===== src/rtl/cpu_pkg.sv =====
// Shared definitions for the CPU front end: word type, NOP encoding and
// instruction field positions used by fetch and decode.
package cpu_pkg;

    typedef logic [31:0] word_t;

    // All-zero word decodes as sll $0,$0,0, a harmless no-op.
    localparam word_t NOP_INST = 32'h0000_0000;

    // Instruction field positions.
    localparam int OPCODE_HI = 31;
    localparam int OPCODE_LO = 26;
    localparam int JIDX_HI   = 25;
    localparam int JIDX_LO   = 0;
    localparam int IMM_HI    = 15;
    localparam int IMM_LO    = 0;

    // Major opcode of an instruction word.
    function automatic logic [5:0] opcode_of(input word_t inst);
        return inst[OPCODE_HI:OPCODE_LO];
    endfunction

    // Sign-extended, word-scaled branch displacement.
    function automatic word_t branch_offset(input word_t inst);
        return {{14{inst[IMM_HI]}}, inst[IMM_HI:IMM_LO], 2'b00};
    endfunction

    // Pseudo-direct jump target formed from the delay-free PC+4.
    function automatic word_t jump_target(input word_t pc4, input word_t inst);
        return {pc4[31:28], inst[JIDX_HI:JIDX_LO], 2'b00};
    endfunction

endpackage


===== src/rtl/next_pc_calc.sv =====
// Combinational next-PC selection: sequential, jump or taken branch.
// A redirect only counts when the instruction in ID is real; jump wins
// over branch if decode raises both.
module next_pc_calc
    import cpu_pkg::*;
(
    input  logic [31:0] pc,
    input  logic [31:0] id_pc4,
    input  logic [31:0] id_inst,
    input  logic        jump,
    input  logic        branch_taken,
    input  logic        id_valid,
    output logic [31:0] next_pc,
    output logic        redir
);

    // Opcode bits are decode's business; they do not affect the target.
    logic unused_opcode;
    assign unused_opcode = ^opcode_of(id_inst);

    // Pick the next PC by redirect kind.
    always_comb begin
        next_pc = pc + 32'd4;
        redir   = id_valid & (jump | branch_taken);
        if (redir) begin
            if (jump) begin
                next_pc = jump_target(id_pc4, id_inst);
            end else begin
                next_pc = id_pc4 + branch_offset(id_inst);
            end
        end
    end

endmodule


===== src/rtl/fetch_unit.sv =====
// Instruction fetch stage: PC register, zero-latency ROM addressing,
// IF/ID pipeline register, sticky range fault and delivered-fetch counter.
module fetch_unit
    import cpu_pkg::*;
#(
    parameter logic [31:0] RESET_PC   = 32'h0000_0000,
    parameter int          IMEM_WORDS = 32,
    parameter logic [31:0] NOP_INST   = cpu_pkg::NOP_INST
) (
    input  logic        Clk,
    input  logic        Reset,
    input  logic        Stall,
    input  logic        Jump,
    input  logic        BranchTaken,
    input  logic [31:0] Inst,
    output logic [31:0] Addr,
    output logic [31:0] ID_Inst,
    output logic [31:0] ID_PC4,
    output logic        ID_Valid,
    output logic        Fault,
    output logic [31:0] FetchCount
);

    // Byte-address bits that lie inside the ROM; anything above is a fault.
    localparam int AW = $clog2(IMEM_WORDS) + 2;

    logic [31:0] pc_q;
    logic [31:0] next_pc;
    logic        redir;
    logic        out_of_range;

    assign Addr = pc_q;

    next_pc_calc u_next_pc_calc (
        .pc           (pc_q),
        .id_pc4       (ID_PC4),
        .id_inst      (ID_Inst),
        .jump         (Jump),
        .branch_taken (BranchTaken),
        .id_valid     (ID_Valid),
        .next_pc      (next_pc),
        .redir        (redir)
    );

    // Any set bit above the ROM index range means the target is illegal.
    always_comb begin
        out_of_range = (next_pc >> AW) != 32'd0;
    end

    // PC, IF/ID, fault and counter update. Priority: reset, fault, stall,
    // then a PC load (which may itself raise the fault, redirect, or fetch).
    always_ff @(posedge Clk) begin
        if (Reset) begin
            pc_q       <= RESET_PC;
            ID_Inst    <= NOP_INST;
            ID_PC4     <= 32'd0;
            ID_Valid   <= 1'b0;
            Fault      <= 1'b0;
            FetchCount <= 32'd0;
        end else if (Fault) begin
            ID_Inst  <= NOP_INST;
            ID_PC4   <= 32'd0;
            ID_Valid <= 1'b0;
        end else if (!Stall) begin
            // The offending address is kept in the PC so it shows on Addr.
            pc_q <= next_pc;
            if (out_of_range || redir) begin
                Fault    <= out_of_range;
                ID_Inst  <= NOP_INST;
                ID_PC4   <= 32'd0;
                ID_Valid <= 1'b0;
            end else begin
                ID_Inst    <= Inst;
                ID_PC4     <= next_pc;
                ID_Valid   <= 1'b1;
                FetchCount <= FetchCount + 32'd1;
            end
        end
    end

endmodule


===== config.mk =====
export PLATFORM = sky130hd
export DESIGN_NAME = fetch_unit
export DESIGN_NICKNAME = d
export VERILOG_FILES = /design/src/rtl/cpu_pkg.sv /design/src/rtl/next_pc_calc.sv /design/src/rtl/fetch_unit.sv
export SDC_FILE = /design/constraint.sdc
export NUM_CORES = 1
export LEC_CHECK = 0
export ABC_CLOCK_PERIOD_IN_PS = 7300
export CAP_MARGIN = 25
export CORE_ASPECT_RATIO = 2
export CORE_MARGIN = 4
export CORE_UTILIZATION = 40
export CTS_CLUSTER_DIAMETER = 150
export DETAILED_ROUTE_END_ITERATION = 12
export HOLD_SLACK_MARGIN = 0.03
export PLACE_DENSITY = 0.68
export SYNTH_ARGS = -nofsm -noshare
export SYNTH_HDL_FRONTEND = slang
export SYNTH_HIERARCHICAL = 1
export SYNTH_SLANG_ARGS = --single-unit
export TNS_END_PERCENT = 20

===== constraint.sdc =====
create_clock -name Clk -period 7.3 [get_ports Clk]
set_input_delay 1.46 -clock Clk [delete_from_list [all_inputs] [get_ports Clk]]
set_output_delay 1.46 -clock Clk [all_outputs]
set_load 0.005 [all_outputs]

==> impl_metrics.json, run 1 <==
{
  "ff2ff_setup_slack_ns": 1.60,
  "layout.nets": 1091,
  "wl_mm": 23.21,
  "layout_common_cells": "165 x clkdlybuf4s50_1, 130 x dfxtp_1, 118 x nand2_1, 92 x a21oi_1, 53 x nor2_1",
  "diodes": 0,
  "holdBufCountCts": 0,
  "p_sw_uw": 869.8,
  "overflow": 0,
  "post_cts_buffers": 0,
  "leakage_nw": 3.610,
  "whs_path_depth": 2,
  "die_area_um2": 20500,
  "outcome": "finished clean",
  "r2r_cells": 14,
  "arrival_ns": 6.18,
  "cts_root_buffer": "clkbuf_16",
  "cts_sinks": 130,
  "ir_worst_vdd_mv": 0.1719,
  "mappedNetlistNets": 949,
  "drive_above_1_share": 0.05899,
  "synth_edf_count": 0,
  "synth-simple-area-share": 0.2304,
  "netlist_area_um2": 7261,
  "r2r_start": "ID_Inst[15]",
  "worst_slew_pin_slew_ns": 0.9932,
  "ios": 167,
  "layout_min_cycle_time_ns": 5.827,
  "io_buffers": 166,
  "place.gp.congestion": 0.9091,
  "final_common_cell": "clkdlybuf4s50_1",
  "vias": 7166,
  "ys_ff_latch": 130,
  "drtAntennaViolNets": 0,
  "drtIter0Drc": 315,
  "finalHoldViolCount": 0,
  "fill_cells": 1673,
  "cts_tree": "done",
  "clock_power_share": 0.365,
  "synth_top_family_by_area": "compound AO/OA/AOI/OAI gates",
  "antenna_found_initial": 0,
  "cts_resized": 0,
  "area_delta_synth_final_pct": 33.84,
  "fp.dieW_um": 103.3,
  "post-route-period-util": 0.7982,
  "seqPwrFrac": 0.339,
  "syn_area_per_cell_um2": 8.251,
  "grt_pass1_wl_mm": 36.40,
  "grt.total_usage": 0.2266,
  "drtPass1Iterations": 5,
  "clockBufferDepth": 2,
  "critPathLaunchType": "input port",
  "synth-main-ff-cell": "dfxtp_1",
  "die_h_um": 198.5,
  "async_flop_share": 0,
  "coreArea_um2": 17780,
  "slew_viol_final": 0,
  "path_class": "in2reg",
  "max_freq_ghz": 0.1716,
  "dp_hpwl_mm": 17.18,
  "crit_path_start": "Jump",
  "synthMuxAreaShare": 0.008616,
  "yosysSeqAreaShare": 0.3584,
  "detail_route.wl_per_cell_um": 18.61,
  "synth_cells": 880,
  "ys_warn_count": 6,
  "hold_path_class": "reg2reg",
  "fin_util": 0.5464,
  "setup_viol": 0,
  "grt_pass1_vias": 7154,
  "swShare": 0.3452,
  "finalSetupTns_ns": 0,
  "synth-xor-area-share": 0.08082,
  "rsz0062_at_grt": "no",
  "slew_headroom": 0.3343,
  "end_kind": "register",
  "p_comb_frac": 0.296,
  "htree_num_levels": 4,
  "worstPathMaxFanout": 41,
  "synth_fa_ha_area_frac": 0.05618,
  "core.rowCount": 69,
  "viasPerCell": 5.747,
  "synth-compound-area-share": 0.2319,
  "clk_pin_slew_ns": 0.06,
  "crit_required_ns": 7.65,
  "synthDistinctLibCells": 65,
  "power_density_nw_per_um2": 259.3,
  "start_util": 0.4083,
  "finClkSkew_ns": 0.01391,
  "r2r_end": "ID_Inst[3]",
  "seqCellArea_um2": 2603,
  "numCtsBuffers": 17,
  "cap_viol_max_count": 0,
  "drc": 0,
  "p_int_mw": 1.650,
  "grt_max_degree": 69,
  "multi_input_area_um2": 4438,
  "cp-endpoint": "ID_Inst[3]",
  "clock_latency_ns": 0.42
}
sequential cells by signal (all words and copies together) (netlist names):
name / count
Addr: 32
FetchCount: 32
ID_Inst: 32
ID_PC4: 32
Fault: 1
ID_Valid: 1
worst max-delay path, cell delays in order:
cell and delay [ns]:
clkdlybuf4s50_1 0.54, buf_4 0.42, inv_1 0.40, or3_1 0.45, o21ai_0 0.08, nor3_1 0.09, nor4_1 0.33, nand4_1 0.81
nor3_2 1.11, buf_12 0.28, a22o_1 0.18
stage by stage:
stage          cells  worst slack (ns)  cell area, um2  power, mW  hold slack [ns]
2_1_floorplan    880             2.857            7261      1.304           0.4657
3_3_place_gp    1216             1.350            9085      1.599           0.4637
3_5_place_dp    1216             1.151            9085      1.609           0.4653
4_1_cts         1247             1.562            9718      2.533           0.4740
5_1_grt         1247             1.220            9718      2.635           0.5026
6_report        1247             1.473            9718      2.520           0.4743
kinds of logic after synthesis:
family,count (synthesis)
and+or+nand+nor,337
AOI/OAI and AO/OA,244
DFF,130
xor gates and xnor gates,67
buffers and inverters,64
adders and majority gates,32
muxes,6
per-layer routing:
layer,track usage,vias to the layer above,wire [um],share of wire
met5,0,-,0,0
li1,-,3496,-,-
met2,0.4179,218,12610,0.54
met3,0.04984,56,1159,0.050
met1,0.2320,3396,8546,0.37
met4,0.1134,0,895,0.039
worst min path at each step:
| stage | startpoint | endpoint |
|---|---|---|
| after detailed placement | Addr[1] | Addr[1] |
| final | Addr[1] | Addr[1] |
| after global routing | Addr[1] | Addr[1] |
| after floorplan | Addr[0] | Addr[0] |
| after global placement | ID_Inst[28] | ID_Inst[28] |
| after CTS | Addr[1] | Addr[1] |
power groups by stage:
stage / Sequential, mW / Combinational, mW / Clock (mW)
after CTS: 0.856 / 0.742 / 0.934
final: 0.855 / 0.745 / 0.920
after global routing: 0.865 / 0.808 / 0.961
after floorplan: 0.848 / 0.456 / 0
after detailed placement: 0.871 / 0.738 / 0
after global placement: 0.871 / 0.728 / 0
cell usage after synthesis (23+ instances only):
library cell	n	area [um2]
a21oi_1	92	460.4
a22o_1	39	341.6
and2_1	27	168.9
clkbuf_1	42	157.7
dfxtp_1	130	2603
ha_1	31	387.9
nand2_1	118	442.9
nand3_1	25	125.1
nor2_1	54	202.7
o21ai_0	28	140.1
xnor2_1	44	385.4
xor2_1	23	201.4
area by class of cell:
type / instances / area share
Timing Repair Buffer: 174 / 0.1779
Tap cell: 213 / 0.02742
Clock inverter: 12 / 0.01854
Inverter: 13 / 0.005021
Clock buffer: 19 / 0.04661
Sequential cell: 130 / 0.2678
Multi-Input combinational cell: 686 / 0.4567
Power figures use the tool's default switching activity.
==> run 2: changes to the inputs <==
ABC_CLOCK_PERIOD_IN_PS = 5500   (was 7300)
clock period = 5.5 ns   (was 7.3 ns; I/O delays follow)
==> impl_metrics.json, run 2 (synthesis results as in run 1) <==
{
  "outcome": "finished clean",
  "fp.dieW_um": 103.3,
  "clock_latency_ns": 0.43,
  "setup_viol": 0,
  "start_util": 0.4083,
  "worstPathMaxFanout": 21,
  "final_common_cell": "clkdlybuf4s50_1",
  "finalSetupTns_ns": 0,
  "leakage_nw": 3.631,
  "power.total_mw": 3.366,
  "post-route-period-util": 0.8852,
  "wl_mm": 23.15,
  "clockBufferDepth": 2,
  "slew_headroom": 0.4869,
  "path_class": "reg2reg",
  "ios": 167,
  "critPathLaunchType": "register",
  "crit_required_ns": 5.85,
  "drc": 0,
  "layout_common_cells": "165 x clkdlybuf4s50_1, 130 x dfxtp_1, 118 x nand2_1, 92 x a21oi_1, 53 x nor2_1",
  "rsz0062_at_grt": "no",
  "slew_viol_final": 0,
  "holdBufCountCts": 0,
  "die_h_um": 198.5,
  "ir_worst_vdd_mv": 0.1850,
  "power_density_nw_per_um2": 345.6,
  "fin_util": 0.5477,
  "overflow": 0,
  "vias": 7157,
  "max_freq_ghz": 0.2054,
  "drtPass1Iterations": 5,
  "hold_path_class": "reg2reg",
  "area_delta_synth_final_pct": 34.15,
  "grt_pass1_wl_mm": 36.20,
  "worst_slew_pin_slew_ns": 0.7625,
  "detail_route.wl_per_cell_um": 18.46,
  "core.rowCount": 69,
  "drive_above_1_share": 0.06532,
  "htree_num_levels": 4,
  "cts_tree": "done",
  "cts_sinks": 130,
  "post_cts_buffers": 0,
  "place.gp.congestion": 0.9755,
  "layout_min_cycle_time_ns": 4.868,
  "io_buffers": 166,
  "die_area_um2": 20500,
  "numCtsBuffers": 17,
  "finClkSkew_ns": 0.01280,
  "grt_max_degree": 40,
  "coreArea_um2": 17780,
  "dp_hpwl_mm": 17.33,
  "cap_viol_max_count": 0,
  "finalHoldViolCount": 0,
  "clk_pin_slew_ns": 0.06,
  "grt_pass1_vias": 7053,
  "drtIter0Drc": 394,
  "cts_root_buffer": "clkbuf_16",
  "cts_resized": 0,
  "arrival_ns": 5.22,
  "viasPerCell": 5.707,
  "end_kind": "register",
  "layout.nets": 1097,
  "antenna_found_initial": 0,
  "grt.total_usage": 0.2271,
  "drtAntennaViolNets": 0,
  "diodes": 0
}
## run 2: power by group
| group | total (mW) | switching, mW | internal (mW) |
|---|---|---|---|
| clock | 1.20 | 0.469 | 0.729 |
| combinational | 1.04 | 0.622 | 0.416 |
| sequential | 1.13 | 0.106 | 1.02 |
## run 2: final cells by class
type | instances | area, um2
inverter | 13 | 48.80
sequential | 130 | 2603
clock inverter | 15 | 197.7
fill | 1673 | 8044
multi-input combinational | 686 | 4438
timing repair buffer | 180 | 1762
clock buffer | 17 | 425.4
tap | 213 | 266.5
## run 2: final timing paths
path	end	start	slack [ns]	depth (start not counted)
max	FetchCount[31]	ID_Inst[15]	0.63	14
min	Addr[0]	Addr[0]	0.48	2
max reg2reg	FetchCount[31]	ID_Inst[15]	0.63	14
min reg2reg	Addr[0]	Addr[0]	0.48	2
## run 2: layer usage
layer	track usage	share of wire	up-vias
li1	-	-	3509
met1	0.2341	0.36	3370
met2	0.4141	0.54	223
met3	0.05370	0.054	55
met4	0.1143	0.040	0
met5	0	0	-
## run 2: critical path: stages (launching register included)
cell and delay [ns]:
dfxtp_1 0.80, ha_1 0.42, a21o_1 0.18, a21o_1 0.17
a221o_1 0.37, a41oi_4 0.23, o21ai_1 0.10, a21oi_1 0.20
mux2i_1 0.10, o311a_1 0.12, nor4_1 0.46, nand3_1 0.37
or4_1 0.74, or3_1 0.39, a21oi_1 0.14
## run 2: per-stage QoR
stage	hold slack [ns]	cell area (um2)	setup WS [ns]	instances
after floorplan	0.4657	7261	1.318	880
after global placement	0.4613	9117	0.7570	1222
final	0.4768	9741	0.6317	1254
after global routing	0.4932	9741	0.2591	1254
after CTS	0.4750	9741	0.6357	1254
after detailed placement	0.4654	9117	0.6389	1222
==> run 3: changes to the inputs <==
--- a/config.mk
+++ b/config.mk
@@ -10,9 +10,10 @@
 export CORE_ASPECT_RATIO = 2
 export CORE_MARGIN = 4
-export CORE_UTILIZATION = 40
+export CORE_UTILIZATION = 51
 export CTS_CLUSTER_DIAMETER = 150
 export DETAILED_ROUTE_END_ITERATION = 12
 export HOLD_SLACK_MARGIN = 0.03
-export PLACE_DENSITY = 0.68
+export PLACE_DENSITY = 0.83
+export SKIP_LAST_GASP = 1
 export SYNTH_ARGS = -nofsm -noshare
 export SYNTH_HDL_FRONTEND = slang
==> constraint.sdc (replaced) <==
create_clock -name Clk -period 5.5 [get_ports Clk]
set_input_delay 0.55 -clock Clk [delete_from_list [all_inputs] [get_ports Clk]]
set_output_delay 0.55 -clock Clk [all_outputs]
set_load 0.005 [all_outputs]
==> impl_metrics.json, run 3 (synthesis results as in run 1) <==
{
  "outcome": "finished clean",
  "area_delta_synth_final_pct": 33.48,
  "setup_viol": 0,
  "r2r_end": "FetchCount[16]",
  "leakage_nw": 3.621,
  "finalSetupTns_ns": 0,
  "slew_viol_final": 0,
  "overflow": 0,
  "crit_required_ns": 5.85,
  "place.gp.congestion": 0.9759,
  "fp.dieW_um": 92.37,
  "clock_latency_ns": 0.42,
  "post-route-period-util": 0.9189,
  "die_h_um": 176.7,
  "layout_min_cycle_time_ns": 5.054,
  "core.rowCount": 61,
  "slew_headroom": 0.5036,
  "drive_above_1_share": 0.06352,
  "final_common_cell": "clkdlybuf4s50_1",
  "grt_pass1_vias": 7563,
  "htree_num_levels": 4,
  "layout_common_cells": "165 x clkdlybuf4s50_1, 130 x dfxtp_1, 118 x nand2_1, 92 x a21oi_1, 53 x nor2_1",
  "antenna_found_initial": 0,
  "r2r_start": "ID_Inst[0]",
  "io_buffers": 166,
  "dp_hpwl_mm": 16.57,
  "worst_slew_pin_slew_ns": 0.7436,
  "drtIter0Drc": 417,
  "drc": 0,
  "crit_slowest_cell": "or4_1",
  "cp-endpoint": "FetchCount[16]",
  "start_util": 0.5198,
  "crit_path_start": "ID_Inst[0]",
  "numCtsBuffers": 17,
  "ios": 167,
  "wl_mm": 22.90,
  "cp_common_cell": "a21oi_1",
  "grt_max_degree": 69,
  "cp_slowest_stage_delay_ns": 0.61,
  "layout.nets": 1095,
  "end_kind": "register",
  "diodes": 0,
  "max_freq_ghz": 0.1979,
  "coreArea_um2": 13970,
  "drtPass1Iterations": 5,
  "detail_route.wl_per_cell_um": 18.65,
  "critPathBufInv": 1,
  "power_density_nw_per_um2": 344.1,
  "path_class": "reg2reg",
  "fin_util": 0.6939,
  "clk_pin_slew_ns": 0.07,
  "crit_family": "compound AO/OA/AOI/OAI gates",
  "worstPathMaxFanout": 14,
  "cts_tree": "done",
  "holdBufCountCts": 0,
  "finalHoldViolCount": 0,
  "post_cts_buffers": 0,
  "cts_resized": 0,
  "cts_root_buffer": "clkbuf_16",
  "viasPerCell": 6.017,
  "arrival_ns": 5.40,
  "drtAntennaViolNets": 0,
  "r2r_cells": 16,
  "vias": 7389,
  "path_cells": "ha_1 > fa_1 > a21o_1 > a221oi_2 > o21bai_4 > a41oi_4 > o21ai_1 > a21oi_1 > mux2i_1 > o311a_1 > nor4_1 > nand3_1 > buf_4 > or4_1 > or3_1 > a21oi_1",
  "die_area_um2": 16330,
  "path_depth": 16,
  "hold_path_class": "reg2reg",
  "cts_sinks": 130,
  "clockBufferDepth": 2,
  "grt_pass1_wl_mm": 37.12,
  "rsz0062_at_grt": "no",
  "critPathLaunchType": "register",
  "ir_worst_vdd_mv": 0.4736,
  "cap_viol_max_count": 0,
  "ff2ff_setup_slack_ns": 0.45,
  "grt.total_usage": 0.2826,
  "finClkSkew_ns": 0.01265
}
-- run 3: worst min-delay path: stages, from the launching register on --
cell and delay (ns):
dfxtp_1 0.32, nand2_1 0.05, a21oi_1 0.05
-- run 3: how the worst min path moves through the flow --
stage / from / cells past startpoint / slack (ns) / to
after CTS: Addr[0] / 2 / 0.48 / Addr[0]
after global routing: ID_Inst[31] / 1 / 0.50 / ID_Inst[31]
final: Addr[0] / 2 / 0.47 / Addr[0]
after floorplan: Addr[0] / 2 / 0.47 / Addr[0]
after global placement: Addr[1] / 2 / 0.46 / Addr[1]
after detailed placement: ID_Inst[31] / 1 / 0.47 / ID_Inst[31]
-- run 3: cell type report --
class / instances / area [um2]
timing repair buffer: 178 / 1759
clock buffer: 18 / 439.2
tap: 189 / 236.5
inverter: 13 / 48.80
multi-input combinational: 686 / 4438
sequential: 130 / 2603
clock inverter: 14 / 167.7
fill: 1144 / 4275
-- run 3: metal layers --
layer  share of wire  track usage  routed length [um]
met1            0.36       0.2931                8274
met5               0            0                   0
met4           0.064       0.1873                1475
met2            0.51       0.5044               11730
met3           0.062      0.05745                1419
-- run 3: through the flow --
step	hold WS, ns	power [mW]	setup WS, ns	cells	instance area, um2
2_1_floorplan	0.4657	1.730	1.318	880	7261
3_3_place_gp	0.4594	2.154	0.7837	1196	9085
3_5_place_dp	0.4673	2.170	0.6255	1196	9085
4_1_cts	0.4789	3.333	0.5386	1228	9692
5_1_grt	0.5031	3.497	0.1783	1228	9692
6_report	0.4733	3.335	0.4461	1228	9692
-- run 3: power by group --
part	internal, mW	switching [mW]	leakage, nW
Combinational	0.418	0.622	2.28
Sequential	1.02	0.108	1.05
Clock	0.695	0.468	0.292
Total	2.14	1.20	3.62
